[src/rtl/alt_ddr2_agx2_local_pkg.sv]
// Shared types and constants for the DDR2 local-interface command bridge.
package alt_ddr2_agx2_local_pkg;

  typedef enum logic [1:0] {StIdle, StRdReq, StWrFirst, StWrBurst} state_e;

  localparam int unsigned DefAddrW      = 25;
  localparam int unsigned DefDataW      = 256;
  localparam int unsigned DefBeW        = 32;
  localparam int unsigned DefMaxRdBeats = 16;
  localparam int unsigned CreditW       = 5;

  localparam logic [2:0] SizeMin = 3'd1;
  localparam logic [2:0] SizeMax = 3'd4;

  function automatic logic size_legal(logic [2:0] size);
    return (size >= SizeMin) && (size <= SizeMax);
  endfunction

endpackage

[src/rtl/alt_ddr2_agx2_rd_credit.sv]
// Outstanding read-beat counter with saturation and unexpected-return detection.
module alt_ddr2_agx2_rd_credit
  import alt_ddr2_agx2_local_pkg::*;
(
  input  logic               clk_i,
  input  logic               rst_ni,
  input  logic               add_i,
  input  logic [2:0]         add_size_i,
  input  logic               ret_i,
  output logic [CreditW-1:0] credit_o,
  output logic               err_unexp_o
);

  logic [CreditW-1:0] credit_q, credit_d;
  logic               err_q, err_d;
  logic [CreditW:0]   sum;

  always_comb begin
    sum = {1'b0, credit_q} + (add_i ? {{(CreditW - 2){1'b0}}, add_size_i} : '0);
    // A return with nothing outstanding is flagged and never decrements.
    if (ret_i && (credit_q != '0)) begin
      sum = sum - (CreditW + 1)'(1);
    end
    credit_d = sum[CreditW] ? '1 : sum[CreditW-1:0];
    err_d    = err_q | (ret_i && (credit_q == '0));
  end

  always_ff @(posedge clk_i or negedge rst_ni) begin
    if (!rst_ni) begin
      credit_q <= '0;
      err_q    <= 1'b0;
    end else begin
      credit_q <= credit_d;
      err_q    <= err_d;
    end
  end

  assign credit_o    = credit_q;
  assign err_unexp_o = err_q;

endmodule

[src/rtl/alt_ddr2_agx2_local_cmd_bridge.sv]
// Bridges a valid/ready user command port onto the DDR2 controller local interface,
// with read-beat credit limiting and sticky error flags.
module alt_ddr2_agx2_local_cmd_bridge
  import alt_ddr2_agx2_local_pkg::*;
#(
  parameter int unsigned ADDR_W       = DefAddrW,
  parameter int unsigned DATA_W       = DefDataW,
  parameter int unsigned BE_W         = DefBeW,
  parameter int unsigned MAX_RD_BEATS = DefMaxRdBeats
) (
  input  logic               phy_clk,
  input  logic               reset_phy_clk_n,
  input  logic               usr_cmd_valid,
  output logic               usr_cmd_ready,
  input  logic               usr_cmd_write,
  input  logic [ADDR_W-1:0]  usr_cmd_addr,
  input  logic [2:0]         usr_cmd_size,
  input  logic               usr_wdata_valid,
  output logic               usr_wdata_ready,
  input  logic [DATA_W-1:0]  usr_wdata,
  input  logic [BE_W-1:0]    usr_be,
  output logic [DATA_W-1:0]  usr_rdata,
  output logic               usr_rdata_valid,
  input  logic               local_init_done,
  input  logic               local_ready,
  output logic [ADDR_W-1:0]  local_address,
  output logic [2:0]         local_size,
  output logic               local_burstbegin,
  output logic               local_read_req,
  output logic               local_write_req,
  output logic [DATA_W-1:0]  local_wdata,
  output logic [BE_W-1:0]    local_be,
  input  logic [DATA_W-1:0]  local_rdata,
  input  logic               local_rdata_valid,
  output logic [CreditW-1:0] rd_credit_used,
  output logic               err_bad_size,
  output logic               err_unexp_rdata
);

  localparam logic [CreditW:0] MaxRd = (CreditW + 1)'(MAX_RD_BEATS);

  state_e              state_q, state_d;
  logic [ADDR_W-1:0]   addr_q, addr_d;
  logic [2:0]          size_q, size_d;
  logic [2:0]          cnt_q, cnt_d;
  logic                err_bad_q, err_bad_d;
  logic [DATA_W-1:0]   rdata_q;
  logic                rvalid_q;
  logic                rd_accept;
  logic                cmd_fire;
  logic                credit_ok;
  logic [CreditW:0]    credit_need;

  always_comb begin
    state_d          = state_q;
    addr_d           = addr_q;
    size_d           = size_q;
    cnt_d            = cnt_q;
    err_bad_d        = err_bad_q;
    usr_cmd_ready    = 1'b0;
    usr_wdata_ready  = 1'b0;
    local_read_req   = 1'b0;
    local_write_req  = 1'b0;
    local_burstbegin = 1'b0;
    local_wdata      = '0;
    local_be         = '0;
    rd_accept        = 1'b0;
    cmd_fire         = 1'b0;
    credit_need      = {1'b0, rd_credit_used} + {{(CreditW - 2){1'b0}}, size_q};
    credit_ok        = (credit_need <= MaxRd);

    unique case (state_q)
      StIdle: begin
        // Gated by reset so the port reads 0 while reset is held.
        usr_cmd_ready = reset_phy_clk_n & local_init_done;
        cmd_fire      = usr_cmd_valid & usr_cmd_ready;
        if (cmd_fire) begin
          if (size_legal(usr_cmd_size)) begin
            addr_d  = usr_cmd_addr;
            size_d  = usr_cmd_size;
            cnt_d   = usr_cmd_size;
            state_d = usr_cmd_write ? StWrFirst : StRdReq;
          end else begin
            err_bad_d = 1'b1;
          end
        end
      end
      StRdReq: begin
        local_read_req   = credit_ok;
        local_burstbegin = credit_ok;
        rd_accept        = credit_ok & local_ready;
        if (rd_accept) begin
          state_d = StIdle;
        end
      end
      StWrFirst, StWrBurst: begin
        local_write_req  = usr_wdata_valid;
        usr_wdata_ready  = local_ready;
        local_wdata      = usr_wdata;
        local_be         = usr_be;
        local_burstbegin = (state_q == StWrFirst) & usr_wdata_valid;
        if (usr_wdata_valid && local_ready) begin
          cnt_d   = cnt_q - 3'd1;
          state_d = (cnt_q == 3'd1) ? StIdle : StWrBurst;
        end
      end
      default: state_d = StIdle;
    endcase
  end

  always_ff @(posedge phy_clk or negedge reset_phy_clk_n) begin
    if (!reset_phy_clk_n) begin
      state_q   <= StIdle;
      addr_q    <= '0;
      size_q    <= '0;
      cnt_q     <= '0;
      err_bad_q <= 1'b0;
      rdata_q   <= '0;
      rvalid_q  <= 1'b0;
    end else begin
      state_q   <= state_d;
      addr_q    <= addr_d;
      size_q    <= size_d;
      cnt_q     <= cnt_d;
      err_bad_q <= err_bad_d;
      rdata_q   <= local_rdata;
      rvalid_q  <= local_rdata_valid;
    end
  end

  alt_ddr2_agx2_rd_credit u_rd_credit (
    .clk_i       (phy_clk),
    .rst_ni      (reset_phy_clk_n),
    .add_i       (rd_accept),
    .add_size_i  (size_q),
    .ret_i       (local_rdata_valid),
    .credit_o    (rd_credit_used),
    .err_unexp_o (err_unexp_rdata)
  );

  assign local_address   = addr_q;
  assign local_size      = size_q;
  assign err_bad_size    = err_bad_q;
  assign usr_rdata       = rdata_q;
  assign usr_rdata_valid = rvalid_q;

endmodule

[config.mk]
export PLATFORM = sky130hd
export DESIGN_NAME = alt_ddr2_agx2_local_cmd_bridge
export DESIGN_NICKNAME = d
export VERILOG_FILES = /design/src/rtl/alt_ddr2_agx2_local_pkg.sv /design/src/rtl/alt_ddr2_agx2_rd_credit.sv /design/src/rtl/alt_ddr2_agx2_local_cmd_bridge.sv
export SDC_FILE = /design/constraint.sdc
export NUM_CORES = 1
export LEC_CHECK = 0
export CAP_MARGIN = 30
export CORE_AREA = 5 5 450 452
export DETAILED_ROUTE_END_ITERATION = 7
export DIE_AREA = 0 0 455 457
export GPL_ROUTABILITY_DRIVEN = 0
export HOLD_SLACK_MARGIN = 0.05
export PLACE_DENSITY = 0.3
export REMOVE_ABC_BUFFERS = 1
export SLEW_MARGIN = 20
export SYNTH_ARGS = -nofsm -noshare
export SYNTH_HDL_FRONTEND = slang
export SYNTH_SLANG_ARGS = --single-unit
[constraint.sdc]
create_clock -name phy_clk -period 4.8 [get_ports phy_clk]
set_input_delay 0.96 -clock phy_clk [delete_from_list [all_inputs] [get_ports phy_clk]]
set_output_delay 0.96 -clock phy_clk [all_outputs]
set_load 0.05 [all_outputs]
After elaboration in Yosys (flattened, before gate mapping)
Index checks and enable logic that the tools add are counted.

storage, ports and cells
  input port bits = 580
  word-level logic and storage cells = 65
  register bits = 297

cells by class
  bitwise gates (word level) = 6
  equal/unequal tests = 8
  magnitude comparators = 3
  muxes and demuxes = 22
  reductions and logical operators = 13
  add/subtract/negate cells = 4

operators by type and width
  operator                                                        number
  two-way mux 256 bit                                             1
  two-way mux 32 bit                                              1
  two-way mux 2 bit                                               6
  two-way mux 3 bit                                               4
  inequality test 2 bit, second input constant                    4
  AND reduction 4 bit                                             2
  adder 5 x 3 -> 6 bit                                            1
  adder 5 x 6 -> 6 bit                                            1
  less-or-equal comparator 6 x 5 -> 1 bit, second input constant  1
  two-way mux 6 bit                                               1
  one-hot mux 2 bit (3 select lines)                              1
  one-hot mux 3 bit (2 select lines)                              1
  AND reduction 3 bit                                             2
  subtractor 6 x 1 -> 6 bit, second input constant                1
  logical NOT 5 bit                                               1
  two-way mux 1 bit                                               5
  two-way mux 5 bit                                               1
  nonzero test 5 bit                                              1
  AND 1 bit                                                       4
  == test 2 bit, second input constant                            2
  logical AND 1 bit                                               4
  == test 3 x 1 -> 1 bit, second input constant                   1
  >= comparator 3 x 1 -> 1 bit, second input constant             1
  less-or-equal comparator 3 bit, second input constant           1
  8 further kinds                                                 8

Longest topological paths before layout
  depth after elaboration = 9
  mapped depth = 16
  mapped depth without buffers = 16

Hierarchy
A second synthesis with hierarchy kept.

second synthesis, totals
  cell total of the unflattened synthesis = 768
  area total of the unflattened synthesis = 10,526.3 µm²

modules (own cells, without submodules)
  module                          instances  area an instance (µm²)  cells each  seq. area each (µm²)
  alt_ddr2_agx2_local_cmd_bridge  1          10,035.9                718         7,282.0
  alt_ddr2_agx2_rd_credit         1          490.5                   50          150.1

Worst setup path after synthesis
OpenSTA, ideal clock, no wires.

  path type = register to register
  start = register u_rd_credit.credit_q[0], in the netlist u_rd_credit.credit_o[0]
  end = register u_rd_credit.credit_q[4], in the netlist u_rd_credit.credit_o[4]
  stages on the path, launching flop included = 17
  data arrival time = 4.268 ns
  buffers on the path = 0
  setup time = 0.125 ns
  setup slack = 0.407 ns
  required time = 4.675 ns
  clock period less this slack = 4.393 ns
  cell sequence = dfrtp_1 > ha_1 > fa_1 > or3_1 > nor4_2 > a211oi_2 > nor3_4 > and3_1 > ha_1 > fa_1 > inv_1 > ha_1 > nand2_1 > a211oi_1 > mux2i_1 > xor2_1 > o21ai_1

on the way
  word-level cells in the longest chain between the ends = 9
  elaborated cells between the ends (all ways) = 11
  those cells by class = add/sub: 3; order compare: 1; mux: 4; bitwise: 1; reduce/logical: 2

ends and longest elaborated chain
  item                                     RTL line                              text
  from (decl)                              alt_ddr2_agx2_rd_credit.sv:14         logic [CreditW-1:0] credit_q, credit_d;
  from (signal assigned)                   alt_ddr2_agx2_rd_credit.sv:33         credit_q <= credit_d;
  adder 5 x 3 -> 6 bit                     alt_ddr2_agx2_local_cmd_bridge.sv:69  credit_need = {1'b0, rd_credit_used} + {{(CreditW - 2){1'b0}}, size_q};
  less-or-equal comparator 6 x 5 -> 1 bit  alt_ddr2_agx2_local_cmd_bridge.sv:70  credit_ok = (credit_need <= MaxRd);
  AND 1 bit                                alt_ddr2_agx2_local_cmd_bridge.sv:91  rd_accept = credit_ok & local_ready;
  two-way mux 1 bit                        alt_ddr2_agx2_local_cmd_bridge.sv:72  unique case (state_q)
  two-way mux 3 bit                        alt_ddr2_agx2_rd_credit.sv:19         sum = {1'b0, credit_q} + (add_i ? {{(CreditW - 2){1'b0}}, add_size_i} : '0);
  adder 5 x 6 -> 6 bit                     alt_ddr2_agx2_rd_credit.sv:19
  subtractor 6 x 1 -> 6 bit                alt_ddr2_agx2_rd_credit.sv:22         sum = sum - (CreditW + 1)'(1);
  two-way mux 6 bit (*)                    alt_ddr2_agx2_rd_credit.sv:21         if (ret_i && (credit_q != '0)) begin
  two-way mux 5 bit (*)                    alt_ddr2_agx2_rd_credit.sv:24         credit_d = sum[CreditW] ? '1 : sum[CreditW-1:0];
  via u_rd_credit.credit_d[4]              alt_ddr2_agx2_rd_credit.sv:14

Mark *: on every way through the listed nets, which the timed path passes. The rest lies on a longest branch.
A chain may end at the register's enable or synchronous reset.

Worst setup path after layout
  start = register u_rd_credit.credit_q[0], in the netlist u_rd_credit.credit_o[0]
  end = output local_read_req

on the way
  word-level cells in the longest chain between the ends = 3

ends and longest elaborated chain
  item                                     RTL line                              text
  adder 5 x 3 -> 6 bit                     alt_ddr2_agx2_local_cmd_bridge.sv:69
  less-or-equal comparator 6 x 5 -> 1 bit  alt_ddr2_agx2_local_cmd_bridge.sv:70
  two-way mux 1 bit                        alt_ddr2_agx2_local_cmd_bridge.sv:72
  to (decl)                                alt_ddr2_agx2_local_cmd_bridge.sv:29  output logic local_read_req,

No other way between the ends.

==> qor.csv <==
stage,metric,value,unit
run_status,status,"complete, no violations",
floorplan,Core ar.,0.198,mm2
power,Clock Power Share,27.6,%
power,PD cells,418,mW/mm2
clock_tree,postcts setup bufs,0,
sta,Slew headroom,36.2,%
layout,"commonest non-fill, non-tap cells in the layout","clkdlybuf4s50_1, dfrtp_1, and2_1",
run,maxcap violations,0,
global_route,first-pass GRT wire length,157000,um
critical_path,CP Class,flip-flop to primary output,
placement,PortBufs,1164,
yosys,Unique masters post-synth,48,
drt,Routed WL per cell,28.2,um
yosys,share of the synthesized area in the top cell type,70.6,%
drt,DR vias/cell,2.40,
yosys,Synth Cell Area,0.0105,mm2
critical_path,r2r endpoint,u_rd_credit.credit_o[4],
yosys,Post-Synth Adder-Cell Area,1.45,%
min_path,Min-Delay Path Class,input pin to asynchronous set/reset pin,
critical_path,reg2reg setup slack,0.67,ns
yosys,Compound-Gate Fraction of Synth Area,2.79,%
yosys,Post-Syn Instances,759,
critical_path,FF-to-FF Start,u_rd_credit.credit_o[0],
sta,worst hold margin,0.271,ns
critical_path,CP Launch Type,flip-flop,
yosys,Synth Warn #,0,
sta,fin. max-slew vios,0,
sta,Slew @ Worst Pin,0.954,ns
clock_tree,Clock Latency Late Sink,0.58,ns
floorplan,# rows,164,
clock_tree,total CTS buffers,39,
layout,multi-input logic area,0.00291,mm2
yosys,register area share after synthesis,70.6,%
power,Int Pwr,6310,uW
yosys,mux cell area share after synthesis,3.42,%
critical_path,Worst Path Required,3.84,ns
global_route,GRT Util Overall,12.0,%
clock_tree,Root Buffer,clkbuf_16,
yosys,Synth area leader,dfrtp_1,
power,P_sw,4930,uW
floorplan,DIE AREA,0.208,mm2
drt,drt first pass iters,4,
critical_path,maximum fanout along the worst path,5,
layout,share of layout cells above drive strength 1,8.27,%
sta,Final Cycle Share,94.4,%
yosys,"FF+latch count, synth",297,
sta,"Worst Setup Slack, final",0.268,ns
yosys,Synth Area in XOR/XNOR,0.404,%
sta,Fin Clk Skew,0.0121,ns
drt,post-route ant nets,0,
drt,DRT iter0 DRCs,418,
yosys,number of flops mapped to enable cells by yosys,0,
layout,synth-to-layout area growth,155,%
floorplan,die height,457,um
clock_tree,H-tree levels,2,
yosys,fraction of registers with async set/reset,100,%
clock_tree,post-CTS resize count,0,
power,leakage,0.0101,uW
power,sw frac,43.9,%
global_route,initial antenna violation count,97,
yosys,syn avg cell area,13.9,um2
clock_tree,maximum buffer depth of the clock tree,3,
yosys,largest family of logic cells by synthesized area,simple AND/OR/NAND/NOR gates,
floorplan,DIE WIDTH,455,um
power,peak supply drop,0.000235,V
clock_tree,CTS tree,yes,
layout,Fill cells,22395,
sta,Fin. Hold Viols,0,
clock_tree,Sink Count,297,
sta,min cycle time layout,4.53,ns
yosys,ys flop type,dfrtp_1,
power,share of power burned in registers,26.4,%
critical_path,Worst Setup End Kind,primary output,
placement,dpl cell area,0.0254,mm2
drt,# DRC,0,
critical_path,R2R cell count,16,
layout,"commonest non-fill, non-tap cell in the layout",clkdlybuf4s50_1,
critical_path,crit path DAT,3.57,ns
sta,RSZ-0062 raised after global routing,false,
power,Combinational Power Share,46.0,%
yosys,ranking of synthesized cells by area,"dfrtp_1, and2_1, mux2_2",
placement,dpl ws,0.660,ns
clock_tree,clock slew at reported path FFs,0.06,ns
global_route,largest net degree at the start of global routing,120,
sta,final setup fails,0,
floorplan,Top Ports,1165,
drt,vias,11176,
global_route,Congestion Overflow GR,0,
layout,FF+latch area,0.00744,mm2
drt,Routed WL,132000,um
global_route,number of global-route vias before repair,12089,
layout,Finished Cell Area,0.0269,mm2
sta,Fmax,0.221,GHz
layout,fin nets,2533,
floorplan,Starting Density,5.31,%
clock_tree,hold_buf cts,0,
placement,Final HPWL DP,115000,um
yosys,simple-gate area share of the yosys netlist,19.5,%
[routing by layer]
layer	part of all wire [%]	up-vias	track usage [%]
met5	0.052	-	0
met4	5.0	10	5.77
met3	9.1	236	4.13
met2	59	795	25.2
met1	27	5324	9.51
li1	-	4811	-
[cells in the mapped netlist, types with 3 or more instances]
master and n:
nor2_1 12, dfrtp_1 297, inv_1 8, a211oi_1 4, a31oi_1 3, clkbuf_1 33, a21o_1 4, a21oi_1 9
ha_1 9, mux2i_1 3, or3_1 3, nand2_1 6, o21ai_0 3, mux2_2 28, and3_1 5, and2_1 291
[final cells by class]
| cell class | instances | share of cell area (%) |
|---|---|---|
| diodes | 31 | 0.289 |
| clock buffers | 52 | 4.18 |
| clock inverters | 18 | 0.749 |
| inverters | 8 | 0.112 |
| multi-input cells | 416 | 10.8 |
| flip-flops and latches | 297 | 27.7 |
| well taps | 2656 | 12.4 |
| repair buffers | 1180 | 43.8 |
[metrics by stage]
step                setup TNS (ns)  util, %  instances  total power (uW)
floorplan                    -5.46        -        721              5700
global placement                 0     12.8       4555              8310
detailed placement               0     12.8       4556              8300
CTS                              0     13.5       4626             11600
global route                     0     13.5       4645             11800
finish                           0     13.5       4658             11200
[power groups by stage]
stage	clock network [uW]	registers (uW)	logic, uW
finish	3100	2970	5170
global route	3350	3010	5400
CTS	3290	2980	5300
detailed placement	0	3020	5280
global placement	0	3010	5290
floorplan	0	3950	1740
[worst max-delay path, cell delays in order (launching register included)]
cell,delay [ns]
dfrtp_1,0.42
ha_1,0.23
fa_1,0.46
or3_1,0.38
nor4_2,0.20
a211oi_2,0.11
nor3_4,0.25
clkdlybuf4s50_1,0.94
[state kept, by name (all words and copies together), names as in the netlist]
name	flops
usr_rdata_valid	1
u_rd_credit.credit_o	5
state_q	2
local_address	25
local_size	3
cnt_q	3
err_bad_size	1
u_rd_credit.err_unexp_o	1
usr_rdata	256
[worst max-delay path by stage]
stage / startpoint / to / slack, ns / depth (start not counted)
floorplan: state_q[1] / u_rd_credit.credit_o[1] / -0.90 / 9
global placement: u_rd_credit.credit_o[0] / u_rd_credit.credit_o[4] / 0.56 / 16
detailed placement: u_rd_credit.credit_o[0] / u_rd_credit.credit_o[4] / 0.66 / 16
CTS: u_rd_credit.credit_o[0] / local_read_req / 0.14 / 7
global route: u_rd_credit.credit_o[0] / local_read_req / 0.10 / 7
finish: u_rd_credit.credit_o[0] / local_read_req / 0.27 / 7
[cells by family after synthesis]
group                      after synthesis
and+or+nand+nor                        329
buffers and inverters                   46
DFF                                    297
xor gates and xnor gates                 4
AOI/OAI and AO/OA                       40
muxes                                   32
adders and majority gates               11
Power figures use the tool's default switching activity.
